**config.mk**
```make
export PLATFORM = sky130hd
export DESIGN_NAME = fetch_queue_flat
export DESIGN_NICKNAME = d
export VERILOG_FILES = /design/src/rtl/cpu_pkg.sv /design/src/rtl/fetch_queue_if.sv /design/src/rtl/fetch_queue_mem.sv /design/src/rtl/fetch_queue.sv /design/src/flat_wrapper.sv
export SDC_FILE = /design/constraint.sdc
export NUM_CORES = 1
export LEC_CHECK = 0
export ABC_CLOCK_PERIOD_IN_PS = 3400
export BUFFER_PORTS_ARGS = -buffer_cell sky130_fd_sc_hd__buf_2
export CAP_MARGIN = 40
export CORE_UTILIZATION = 25
export DETAILED_ROUTE_END_ITERATION = 12
export GPL_ROUTABILITY_DRIVEN = 0
export GPL_TIMING_DRIVEN = 0
export PLACE_DENSITY = 0.37
export SLEW_MARGIN = 20
export SYNTH_ARGS = -nofsm -noshare
export SYNTH_HDL_FRONTEND = slang
export SYNTH_SLANG_ARGS = --single-unit
```
**constraint.sdc**
```tcl
create_clock -name clk -period 3.4 [get_ports clk]
set_input_delay 0.17 -clock clk [delete_from_list [all_inputs] [get_ports clk]]
set_output_delay 0.17 -clock clk [all_outputs]
set_load 0.05 [all_outputs]
```
**src/rtl/cpu_pkg.sv**
```systemverilog
// Shared CPU definitions: datapath width default, the canonical RISC-V NOP
// and the {inst, addr} fetch entry layout used by the fetch path.
package cpu_pkg;

  localparam int XLEN_DEFAULT = 32;

  // addi x0, x0, 0
  localparam logic [31:0] RV_NOP = 32'h0000_0013;

  typedef struct packed {
    logic [XLEN_DEFAULT-1:0] inst;
    logic [XLEN_DEFAULT-1:0] addr;
  } fetch_entry_t;

endpackage

```
**src/rtl/fetch_queue_if.sv**
```systemverilog
// Handshake bundle between IF, the prefetch queue and the IF/ID register.
// The slave modport is the queue itself; master is the fetch/decode side.
interface fetch_queue_if
  import cpu_pkg::*;
#(
  parameter int XLEN  = XLEN_DEFAULT,
  parameter int DEPTH = 4
);

  localparam int CW = $clog2(DEPTH) + 1;

  logic            fetch_valid_i;
  logic [XLEN-1:0] fetch_inst_i;
  logic [XLEN-1:0] fetch_addr_i;
  logic            fetch_ready_o;
  logic            flush_i;
  logic            hold_flag_i;
  logic            inst_valid_o;
  logic [XLEN-1:0] inst_o;
  logic [XLEN-1:0] inst_addr_o;
  logic [CW-1:0]   count_o;

  modport master (
    output fetch_valid_i, fetch_inst_i, fetch_addr_i, flush_i, hold_flag_i,
    input  fetch_ready_o, inst_valid_o, inst_o, inst_addr_o, count_o
  );

  modport slave (
    input  fetch_valid_i, fetch_inst_i, fetch_addr_i, flush_i, hold_flag_i,
    output fetch_ready_o, inst_valid_o, inst_o, inst_addr_o, count_o
  );

endinterface

```
**src/rtl/fetch_queue_mem.sv**
```systemverilog
// Entry storage for the prefetch queue: DEPTH x (2*XLEN) registers with one
// write port and one asynchronous read port. Contents carry no reset.
module fetch_queue_mem #(
  parameter int XLEN  = 32,
  parameter int DEPTH = 4
) (
  input  logic                     clk,
  input  logic                     wr_en,
  input  logic [$clog2(DEPTH)-1:0] wr_addr,
  input  logic [2*XLEN-1:0]        wr_data,
  input  logic [$clog2(DEPTH)-1:0] rd_addr,
  output logic [2*XLEN-1:0]        rd_data
);

  localparam int PW = $clog2(DEPTH);

  logic [2*XLEN-1:0] mem_q [DEPTH];

  for (genvar gi = 0; gi < DEPTH; gi++) begin : g_entry
    always_ff @(posedge clk) begin
      if (wr_en && (wr_addr == PW'(gi))) begin
        mem_q[gi] <= wr_data;
      end
    end
  end

  assign rd_data = mem_q[rd_addr];

endmodule

```
**src/rtl/fetch_queue.sv**
```systemverilog
// Instruction prefetch queue between IF and IF/ID: circular buffer with flush
// and NOP bubble on empty. Define FETCH_QUEUE_BYPASS_EN for empty-queue forwarding.
module fetch_queue
  import cpu_pkg::*;
#(
  parameter int              XLEN     = XLEN_DEFAULT,
  parameter int              DEPTH    = 4,
  parameter logic [XLEN-1:0] NOP_INST = XLEN'(RV_NOP)
) (
  input logic          clk,
  input logic          rst,
  fetch_queue_if.slave fq
);

  localparam int            PW         = $clog2(DEPTH);
  localparam int            CW         = PW + 1;
  localparam logic [CW-1:0] FULL_COUNT = CW'(DEPTH);

  logic [PW-1:0]     rd_ptr_q, rd_ptr_d;
  logic [PW-1:0]     wr_ptr_q, wr_ptr_d;
  logic [CW-1:0]     count_q, count_d;
  logic [2*XLEN-1:0] head_entry;
  logic              empty;
  logic              bypass_hit;
  logic              inst_valid;
  logic              push;
  logic              pop;
  logic              wr_en;
  logic              rd_adv;

  assign empty            = (count_q == '0);
  assign fq.fetch_ready_o = (count_q != FULL_COUNT) && !fq.flush_i;
  assign fq.count_o       = count_q;

`ifdef FETCH_QUEUE_BYPASS_EN
  assign bypass_hit = empty && fq.fetch_valid_i && !fq.flush_i;
`else
  assign bypass_hit = 1'b0;
`endif

  assign inst_valid = !empty || bypass_hit;
  assign push       = fq.fetch_valid_i && fq.fetch_ready_o;
  assign pop        = inst_valid && !fq.hold_flag_i && !fq.flush_i;
  // A forwarded entry consumed in the same cycle never touches the buffer.
  assign wr_en      = push && !(bypass_hit && pop);
  assign rd_adv     = pop && !bypass_hit;

  always_comb begin
    fq.inst_valid_o = inst_valid;
    fq.inst_o       = NOP_INST;
    fq.inst_addr_o  = '0;
    if (bypass_hit) begin
      fq.inst_o      = fq.fetch_inst_i;
      fq.inst_addr_o = fq.fetch_addr_i;
    end else if (!empty) begin
      fq.inst_o      = head_entry[2*XLEN-1:XLEN];
      fq.inst_addr_o = head_entry[XLEN-1:0];
    end
  end

  always_comb begin
    rd_ptr_d = rd_ptr_q;
    wr_ptr_d = wr_ptr_q;
    count_d  = count_q;
    if (fq.flush_i) begin
      rd_ptr_d = '0;
      wr_ptr_d = '0;
      count_d  = '0;
    end else begin
      if (wr_en) wr_ptr_d = wr_ptr_q + PW'(1);
      if (rd_adv) rd_ptr_d = rd_ptr_q + PW'(1);
      case ({wr_en, rd_adv})
        2'b10:   count_d = count_q + CW'(1);
        2'b01:   count_d = count_q - CW'(1);
        default: count_d = count_q;
      endcase
    end
  end

  always_ff @(posedge clk or negedge rst) begin
    if (!rst) begin
      rd_ptr_q <= '0;
      wr_ptr_q <= '0;
      count_q  <= '0;
    end else begin
      rd_ptr_q <= rd_ptr_d;
      wr_ptr_q <= wr_ptr_d;
      count_q  <= count_d;
    end
  end

  fetch_queue_mem #(
    .XLEN  (XLEN),
    .DEPTH (DEPTH)
  ) u_mem (
    .clk     (clk),
    .wr_en   (wr_en),
    .wr_addr (wr_ptr_q),
    .wr_data ({fq.fetch_inst_i, fq.fetch_addr_i}),
    .rd_addr (rd_ptr_q),
    .rd_data (head_entry)
  );

endmodule

```
**src/flat_wrapper.sv**
```systemverilog
// flat-port wrapper written by rule: the top's interface ports become plain ports
module fetch_queue_flat import cpu_pkg::*;
#(
  parameter int              XLEN     = XLEN_DEFAULT,
  parameter int              DEPTH    = 4,
  parameter logic [XLEN-1:0] NOP_INST = XLEN'(RV_NOP)
)
  (clk, rst, fq_fetch_valid_i, fq_fetch_inst_i, fq_fetch_addr_i, fq_flush_i, fq_hold_flag_i, fq_fetch_ready_o, fq_inst_valid_o, fq_inst_o, fq_inst_addr_o, fq_count_o);
  fetch_queue_if #(.XLEN(XLEN), .DEPTH(DEPTH)) fq_i ();
  input logic clk;
  input logic rst;
  input wire logic [$bits(fq_i.fetch_valid_i)-1:0] fq_fetch_valid_i;
  input wire logic [$bits(fq_i.fetch_inst_i)-1:0] fq_fetch_inst_i;
  input wire logic [$bits(fq_i.fetch_addr_i)-1:0] fq_fetch_addr_i;
  input wire logic [$bits(fq_i.flush_i)-1:0] fq_flush_i;
  input wire logic [$bits(fq_i.hold_flag_i)-1:0] fq_hold_flag_i;
  output wire logic [$bits(fq_i.fetch_ready_o)-1:0] fq_fetch_ready_o;
  output wire logic [$bits(fq_i.inst_valid_o)-1:0] fq_inst_valid_o;
  output wire logic [$bits(fq_i.inst_o)-1:0] fq_inst_o;
  output wire logic [$bits(fq_i.inst_addr_o)-1:0] fq_inst_addr_o;
  output wire logic [$bits(fq_i.count_o)-1:0] fq_count_o;
  assign fq_i.fetch_valid_i = fq_fetch_valid_i;
  assign fq_i.fetch_inst_i = fq_fetch_inst_i;
  assign fq_i.fetch_addr_i = fq_fetch_addr_i;
  assign fq_i.flush_i = fq_flush_i;
  assign fq_i.hold_flag_i = fq_hold_flag_i;
  assign fq_fetch_ready_o = fq_i.fetch_ready_o;
  assign fq_inst_valid_o = fq_i.inst_valid_o;
  assign fq_inst_o = fq_i.inst_o;
  assign fq_inst_addr_o = fq_i.inst_addr_o;
  assign fq_count_o = fq_i.count_o;
  fetch_queue #(.XLEN(XLEN), .DEPTH(DEPTH), .NOP_INST(NOP_INST)) u_core (.clk(clk), .rst(rst), .fq(fq_i));
endmodule
```
# Word level (Yosys, flattened, before mapping)
# Memory sizes are Yosys's and may differ from the RTL's.
# Index checks and enable logic that the tools add are counted.
[word_totals]
ff_bits = 7
mem_bits_rw = 256
output_inout_bits = 69
memories = 1
[op_classes]
addsub = 4
eq_ne = 6
n_mux = 25
n_reduce_logical = 19
[memory_table]
columns = ["memory", "words", "word_bits", "rd", "rd_clocked_by_memory_dff", "wr", "line", "rtl"]
rows = [
  ["u_core.u_mem.mem_q", 4, 64, 1, 0, 1, "fetch_queue_mem.sv:17", "logic [2*XLEN-1:0] mem_q [DEPTH];"],
]
[ops]
columns = ["cell", "count"]
rows = [
  ["$mux 64", 3],
  ["$reduce_or 64->1", 3],
  ["$mux 32", 2],
  ["$mux 2", 7],
  ["$mux 1", 11],
  ["$logic_and 1x1->1", 8],
  ["$eq 2x2->1 const B", 3],
  ["$pmux 3 s2", 1],
  ["$add 2x1->2 const B", 2],
  ["$eq 2x1->1 const B", 2],
  ["$reduce_bool 2->1", 2],
  ["$add 3x1->3 const B", 1],
  ["$logic_not 1->1", 3],
  ["$logic_not 3->1", 1],
  ["$mux 3", 1],
  ["$ne 3x3->1 const B", 1],
  ["$reduce_bool 3->1", 1],
  ["$sub 3x1->3 const B", 1],
  ["$logic_not 2->1", 1],
]

# Longest topological paths before layout
# Gate-level depths: netlist of run 1.
[depth]
word_depth = 10
ltp_mapped = 7
ltp_nobuf = 7

# By module
# From an unflattened synthesis of run 1, not the netlist that was laid out.
[unflattened]
cells_unflattened = 454
area_unflattened_um2 = 10217.3
[modules_own_cells]
columns = ["mod", "instances", "cells_per_inst", "area_each_um2"]
rows = [
  ["fetch_queue_mem", 1, 338, 9341.5],
  ["fetch_queue", 1, 116, 875.8],
]

# Worst setup path before layout of run 1
# OpenSTA, ideal clock, no wires.
[synth_path]
path_kind = "register to register"
startpoint = "reg u_core.count_q[0], in the netlist u_core.fq.count_o[0]"
endpoint = "mem u_core.u_mem.mem_q[0][0] in the netlist's numbering, enable pin"
setup_time_ns = 0.429
arrival_ns = 2.730
required_ns = 2.971
slack_ns = 0.241
stages_incl_launch_ff = 4
n_path_buf = 0
path_cell_list = "dfrtp_1 > nor2_2 > a21oi_4 > and2_1"
[synth_via]
elab_chain_len = 10
[synth_rtl]
columns = ["element", "line", "rtl"]
rows = [
  ["from (decl)", "fetch_queue.sv:21", "logic [CW-1:0] count_q, count_d;"],
  ["from (signal assigned)", "fetch_queue.sv:88", "count_q <= count_d;"],
  ["$ne 3x3->1 (*)", "fetch_queue.sv:32", "assign fq.fetch_ready_o = (count_q != FULL_COUNT) && !fq.flush_i;"],
  ["$logic_and 1x1->1 (*)", "fetch_queue.sv:32", ""],
  ["$logic_and 1x1->1 (*)", "fetch_queue.sv:42", "assign push = fq.fetch_valid_i && fq.fetch_ready_o;"],
  ["$logic_and 1x1->1", "fetch_queue_mem.sv:21", "if (wr_en && (wr_addr == PW'(gi))) begin"],
  ["$mux 1", "fetch_queue_mem.sv:21", ""],
  ["$mux 1 (not written as such)", "fetch_queue_mem.sv:22", "mem_q[gi] <= wr_data;"],
  ["$reduce_or 64->1 (no line)", "-", ""],
  ["$mux 2 (no line) / $mux 1 (equally long branches) (3 in a row)", "-", ""],
  ["to (decl)", "fetch_queue_mem.sv:17", ""],
]
# Every way passes the cells marked *; elsewhere a longest branch is shown, timed or not.

# Worst setup path after layout of run 1
[layout_path]
startpoint = "reg u_core.count_q[2], in the netlist u_core.fq.count_o[2]"
endpoint = "out fq_inst_o[21]"
[layout_via]
elab_chain_len = 2
[layout_rtl]
columns = ["element", "line", "rtl"]
rows = [
  ["$logic_not 3->1", "fetch_queue.sv:31", "assign empty = (count_q == '0);"],
  ["$mux 32", "fetch_queue.sv:55", "end else if (!empty) begin"],
  ["to (decl)", "flat_wrapper.sv:19", "output wire logic [$bits(fq_i.inst_o)-1:0] fq_inst_o;"],
]
# No other way between the ends.

==> summary.md, run 1 <==
| Metric | Value |
|---|---|
| Grt total ovfl | `0` |
| WL/cell | `18.8 um` |
| Vias | `5175` |
| Ys Warns | `0` |
| Ranking of synthesized cells by area | `edfxtp_1 (75%), mux4_2 (14%), and2_1 (4.0%)` |
| Die area | `41600 um2` |
| # DRC | `0` |
| Tcrit/Tclk final | `0.811` |
| Layout cells sized above 1 | `0.383` |
| Part of the Yosys area used for sequential elements | `0.772` |
| Most frequent cells in the layout | `edfxtp_1 (256), buf_2 (143), dlygate4sd3_1 (69)` |
| Multi-input gate area in the final layout | `2180 um2` |
| Initial antenna violation count | `1` |
| Pre-antenna DRT Iters | `4` |
| Setup crit start kind | `register` |
| Worst-Margin Slew | `0.719 ns` |
| Starting Density | `0.255` |
| R2R Setup Slk | `0.87 ns` |
| Post-synth EDFFs | `256` |
| Number of CTS-inserted buffers | `31` |
| Vias per Instance | `4.14` |
| Port Buffers | `137` |
| Hold Path End | `u_core.rd_ptr_q[1]$_DFFE_PN0P_` |
| # H-tree levels | `1` |
| Synth unique cells | `32` |
| Drt initial violations | `175` |
| Power density cells | `859 nW/um2` |
| Fin nets | `775` |
| Top-area cell type share of the netlist area | `0.755` |
| R2r startpoint | `u_core.fq.count_o[0]$_DFFE_PN0P_` |
| Post-synth top area cell | `edfxtp_1` |
| CP endpoint kind | `output port` |
| Root buffer cell | `clkbuf_16` |
| Synthesized flop and latch total | `263` |
| Hold Crit Depth | `4` |
| Hold-fix buffers, CTS | `69` |
| Fin. max-slew vios | `0` |
| DIE WIDTH | `204 um` |
| Commonest non-fill, non-tap cell in the layout | `edfxtp_1` |
| Finish-stage setup viols | `0` |
| Area of the mapped netlist | `10200 um2` |
| CP Max Fanout | `10` |
| Maximum clock insertion buffer count | `3` |
| Post-CTS Setup Repair Bufs | `0` |
| Worst-Skew Late Latency | `0.56 ns` |
| Hold slack | `0.0493 ns` |
| Crit path cell chain | `buf_4 -> nor3_4 -> inv_1 -> clkbuf_1 -> and2_1 -> buf_2` |
| Filler Cell Count | `3866` |
| Drt total wl | `23.5 mm` |
| Outcome | `completed` |
| Hold crit path type | `in2reg` |
| Worst r2r path cells | `8` |
| Synth Net Count | `532` |
| Final core utilization | `0.338` |
| Post-detail-place hpwl | `14.2 mm` |
| Slowest stage delay, CP | `0.38 ns` |
| Hold wc startpoint | `fq_hold_flag_i` |
| Largest net degree at the start of global routing | `38` |
| Syn_area_per_cell | `22.2 um2` |
| Max-cap violations | `0` |
| Sink Count | `263` |
| Worst EP required | `3.23 ns` |
| Synth Flop Type | `edfxtp_1` |
| Clock Skew | `0.0117 ns` |
| FMAX | `363 MHz` |
| FF/Latch Area | `7860 um2` |
| Min cycle time layout | `2.76 ns` |
| Hold Fails Final Rpt | `0` |
| Die H | `204 um` |
| Core footprint | `40000 um2` |
| Critical-path top delay cell | `dfrtp_1` |
| Asr flop ratio synth | `0.0266` |
| CP startpoint | `u_core.fq.count_o[2]$_DFFE_PN0P_` |
| GRT Overall Usage | `0.115` |
| Crit Path Category | `reg2out` |
| Signal arrival time at the worst endpoint | `2.59 ns` |
| FF-to-FF End | `u_core.fq.count_o[2]$_DFFE_PN0P_` |
| Global-route wire length before repair | `35.5 mm` |
| I/O pins | `138` |
| RSZ-0062 raised after global routing | `no` |
| CTS resizes | `0` |
| Clock slew at reported path FFs | `0.06 ns` |
| Worst VDD drop | `0.000395 V` |
| Final setup TNS | `0 ns` |
| P_leak | `4.68 nW` |
| Synthesized instance count | `458` |
| Post-DRT Antenna Nets | `0` |
| Area growth syn-to-layout | `32.7%` |
| Rows | `73` |
| CTS tree | `built` |
| Vias in the first global route | `5865` |
| Worst slew margin | `0.520` |
-- metrics by stage --
step                area [um2]  cells  power (mW)  worst slack, ns
floorplan                10200    458        6.85            0.241
CTS                      13500   1250        11.9            0.450
global placement         11500   1120        7.92            -1.09
global route             13500   1250        12.2            0.365
finish                   13500   1251        11.6            0.642
detailed placement       11600   1124        7.96             1.10
-- power breakdown --
group / switching, mW / internal [mW] / total (mW)
registers: 0.0678 / 3.77 / 3.84
clock network: 1.31 / 2.49 / 3.80
logic: 2.74 / 1.24 / 3.98
total: 4.12 / 7.50 / 11.6
-- logic make-up (layout without fill, tap and decap cells) --
logic type	after synthesis	count (layout)	synth area share
flip-flops	263	263	0.772
AO/OA/AOI/OAI	9	9	0.00663
XOR/XNOR	4	4	0.00418
AND/OR/NAND/NOR	86	86	0.0518
other	0	1	0
multiplexers	66	66	0.144
adder cells (fa/ha/maj)	5	5	0.00688
buffers and inverters	25	292	0.0147
-- cells in the mapped netlist, types with 4 or more instances --
library cell,count
edfxtp_1,256
and2_1,65
mux4_2,64
clkbuf_1,8
dfrtp_1,7
buf_2,6
buf_6,5
nor2_1,5
ha_1,4
-- routing by layer --
layer / GRT usage / routed length, um / vias to the layer above
li1: - / - / 2347
met1: 0.140 / 9960 / 2687
met2: 0.203 / 12000 / 112
met3: 0.0239 / 1130 / 29
met4: 0.0344 / 376 / 0
met5: 0 / 0 / -
-- cell type report --
type,count,area share
flip-flops and latches,263,0.581
clock buffers,33,0.0579
inverters,3,0.000833
multi-input cells,170,0.162
diodes,1,0.000185
repair buffers,210,0.110
plain buffers,22,0.0103
clock inverters,24,0.0292
well taps,525,0.0486
-- worst max-delay path, delay by kind of cell, from the launching register on --
family	cells	cell delay, ns
buffers and inverters	4	1.03
AND/OR/NAND/NOR	2	0.60
flip-flops	1	0.38
-- sequential cells by signal, summed over array words and instances (netlist names) --
register and flops:
u_core.u_mem.mem_q 256, u_core.wr_ptr_q 2, u_core.fq.count_o 3, u_core.rd_ptr_q 2
-- worst max path at each step --
stage,to,cells after the start,slack [ns]
after global routing,fq_inst_o[24],6,0.37
after CTS,fq_inst_o[21],6,0.45
final,fq_inst_o[21],6,0.64
after detailed placement,fq_inst_o[24],6,1.10
after global placement,u_core.u_mem.mem_q[0][55]$_DFFE_PP_,3,-1.09
after floorplan,u_core.u_mem.mem_q[0][0]$_DFFE_PP_,3,0.24
(Power assumes the default switching activity.)
==> inputs of run 2 (changes only) <==
Settings changed: ABC_AREA set to 1, ABC_CLOCK_PERIOD_IN_PS 3400 to 2700.
Clock period 3.4 ns to 2.7 ns, I/O delays scaled along.
==> summary.md, run 2 <==
| Metric | Value |
|---|---|
| Outcome | `completed` |
| Hold wc startpoint | `fq_fetch_addr_i[27]` |
| Top-area cell type share of the netlist area | `0.742 (-0.0128)` |
| Drt initial violations | `328 (+87%)` |
| Sink Count | `263 (unchanged)` |
| Min cycle time layout | `2.51 ns` |
| Ys Warns | `0 (unchanged)` |
| Grt total ovfl | `0 (unchanged)` |
| CP Max Fanout | `10 (unchanged)` |
| Critical-path top delay cell | `dfrtp_1` |
| Crit path buf inv count | `3 (-1)` |
| Synth Net Count | `888 (+67%)` |
| Maximum clock insertion buffer count | `3 (unchanged)` |
| DIE WIDTH | `206 um (+0.85%)` |
| RSZ-0062 raised after global routing | `no` |
| Max-cap violations | `0 (unchanged)` |
| Synth Area in XOR/XNOR | `0.000845 (-0.00333)` |
| Slowest stage delay, CP | `0.45 ns (+0.07 ns)` |
| Largest net degree at the start of global routing | `21 (-45%)` |
| Delay-heaviest family, CP | `buffers and inverters` |
| Placed cell areas | `12100 um2 (+3.5%)` |
| Die H | `206 um (+0.85%)` |
| Core footprint | `40800 um2 (+2.1%)` |
| Post-Synth Adder-Cell Area | `0.00676 (-0.000116)` |
| Mux share of post-synthesis cell area | `0 (-0.144)` |
| WL/cell | `18.2 um (-3.0%)` |
| Finished Layout Cells | `1623 (+30%)` |
| Number of CTS-inserted buffers | `31 (unchanged)` |
| Hold slack | `0.324 ns (+0.275 ns)` |
| CP startpoint | `u_core.rd_ptr_q[0]$_DFFE_PN0P_` |
| Asr flop ratio synth | `0.0266 (unchanged)` |
| Hold Fails Final Rpt | `0 (unchanged)` |
| Hold crit path type | `in2reg` |
| Overall power | `10.9 mW (-6.5%)` |
| Pre-antenna DRT Iters | `6 (+2)` |
| Commonest non-fill, non-tap cell in the layout | `nor2_1` |
| Fin nets | `1143 (+47%)` |
| Vias in the first global route | `7140 (+22%)` |
| Rows | `74 (+1.4%)` |
| Global-route wire length before repair | `44.5 mm (+25%)` |
| Area growth syn-to-layout | `32.2%` |
| Fin. max-slew vios | `0 (unchanged)` |
| Top cell types by occurrence after synthesis | `nor2_1 (261), edfxtp_1 (256), o21ai_0 (125), a21oi_1 (64), clkbuf_1 (21)` |
| Drt total wl | `29.5 mm (+26%)` |
| Crit Path Category | `reg2out` |
| Synthesized flop and latch total | `263 (unchanged)` |
| Finish-stage setup viols | `0 (unchanged)` |
| Ranking of synthesized cells by area | `edfxtp_1 (74%), nor2_1 (9.5%), o21ai_0 (6.0%)` |
| Syn_area_per_cell | `12.7 um2 (-43%)` |
| Most frequent cells in the layout | `nor2_1 (257), edfxtp_1 (256), buf_2 (150)` |
| FMAX | `399 MHz` |
| Worst r2r path cells | `6 (-2)` |
| Area of the mapped netlist | `10400 um2 (+1.7%)` |
| Port Buffers | `137 (unchanged)` |
| Worst-Margin Slew | `0.733 ns (+0.0138 ns)` |
| Final core utilization | `0.336 (-0.00248)` |
| Signal arrival time at the worst endpoint | `2.37 ns (-0.22 ns)` |
| Part of the Yosys area used for sequential elements | `0.759 (-0.0130)` |
| Post-detail-place hpwl | `18.7 mm (+32%)` |
| Antenna cell count | `0 (-1)` |
| GRT Overall Usage | `0.142 (+0.0272)` |
| Hold Path End | `u_core.u_mem.mem_q[1][27]$_DFFE_PP_` |
| Worst-Skew Late Latency | `0.56 ns (about the same)` |
| R2r startpoint | `u_core.fq.count_o[0]$_DFFE_PN0P_` |
| Synth Flop Type | `edfxtp_1` |
| Clock slew at reported path FFs | `0.06 ns (about the same)` |
| Initial antenna violation count | `0 (-1)` |
| Post-synth top area cell | `edfxtp_1` |
| # DRC | `0 (unchanged)` |
| Vias per Instance | `4.30 (+4.0%)` |
| Worst VDD drop | `0.000492 V (+25%)` |
| Synthesized instance count | `814 (+78%)` |
| # H-tree levels | `1 (unchanged)` |
| Filler Cell Count | `4085 (+5.7%)` |
| Post-Synth Simple-Gate Area | `0.109 (+0.0568)` |
| Largest family of logic cells by synthesized area | `simple AND/OR/NAND/NOR gates` |
| Setup crit start kind | `register` |
| Layout cells sized above 1 | `0.223 (-0.161)` |
| Final setup TNS | `0 ns (unchanged)` |
| CTS tree | `built` |
| FF-to-FF End | `u_core.u_mem.mem_q[0][8]$_DFFE_PP_` |
| Complex-gate fraction of the synthesized area | `0.0961 (+0.0895)` |
| Largest Register | `u_core.u_mem.mem_q` |
| Post-CTS Setup Repair Bufs | `0 (unchanged)` |
| Hold Crit Depth | `2 (-2)` |
| Finished Cell Area | `13700 um2 (+1.3%)` |
| DP Cell Count | `1496 (+33%)` |
| Root buffer cell | `clkbuf_16` |
| Vias | `6983 (+35%)` |
| Starting Density | `0.254 (-0.000860)` |
| Tcrit/Tclk final | `0.928` |
| Die area | `42300 um2 (+1.7%)` |
| Worst slew margin | `0.510 (-0.0103)` |
| R2R Setup Slk | `0.38 ns (-0.49 ns)` |
| I/O pins | `138 (unchanged)` |
| Worst EP required | `2.57 ns (-0.66 ns)` |
| Post-synth EDFFs | `256 (unchanged)` |
| Crit path cell chain | `buf_4 -> buf_2 -> nor2_1 -> nor2_1 -> o21ai_0 -> a21oi_1 -> buf_2` |
| Clock Skew | `0.0113 ns (-0.000351 ns)` |
| Post-DRT Antenna Nets | `0 (unchanged)` |
| Synth unique cells | `24 (-25%)` |
| Power density cells | `793 nW/um2 (-7.7%)` |
| CP endpoint kind | `output port` |
| Final Worst Setup Slack | `0.195 ns (-0.447 ns)` |
| Dpl ws | `0.312 ns (-0.784 ns)` |
| Count leader, synth | `nor2_1` |
| P_leak | `5.00 nW (+6.7%)` |
| Max reg flops | `256 (unchanged)` |
-- run 2: kinds of logic (layout without fill, tap and decap cells) --
logic type / after synthesis / after routing
AOI/OAI and AO/OA: 196 / 196
xor gates and xnor gates: 1 / 1
adders and majority gates: 5 / 5
buffers and inverters: 63 / 340
DFF: 263 / 263
and+or+nand+nor: 286 / 286
-- run 2: layout make-up --
type	instances	area (um2)	share of cell area
Tap cell	532	666	0.0486
Clock inverter	12	80.1	0.00585
Buffer	48	262	0.0191
Clock buffer	43	821	0.0599
Sequential cell	263	7860	0.574
Multi-Input combinational cell	488	2230	0.163
Timing Repair Buffer	222	1720	0.126
Inverter	15	56.3	0.00411
-- run 2: power by group --
group	internal [mW]	switching, mW
combinational	0.582	1.78
clock	2.19	1.64
sequential	4.63	0.0409
total	7.40	3.46
-- run 2: worst max path at each step --
stage | to | slack [ns] | cells after the start
final | fq_inst_addr_o[14] | 0.19 | 7
after global routing | fq_inst_addr_o[29] | 0.006 | 6
after CTS | fq_inst_addr_o[6] | 0.03 | 6
after detailed placement | u_core.u_mem.mem_q[0][18]$_DFFE_PP_ | 0.31 | 6
after global placement | u_core.u_mem.mem_q[3][24]$_DFFE_PP_ | -2.13 | 4
after floorplan | u_core.u_mem.mem_q[0][0]$_DFFE_PP_ | -0.56 | 4
-- run 2: repair_timing --
item / in CTS / in global routing
setup endpoints to repair: 45 / 8
gates resized for setup: 12 / 7
endpoints found under the hold margin: 269 / 0
pin swaps: 0 / 0
hold buffers: 72 / 0
-- run 2: metal layers --
| metal | GRT usage | routed length (um) | vias to the layer above |
|---|---|---|---|
| li1 | - | - | 3410 |
| met1 | 0.196 | 14100 | 3377 |
| met5 | 0 | 0 | - |
| met2 | 0.228 | 13600 | 148 |
| met4 | 0.0386 | 748 | 0 |
| met3 | 0.0250 | 1110 | 48 |
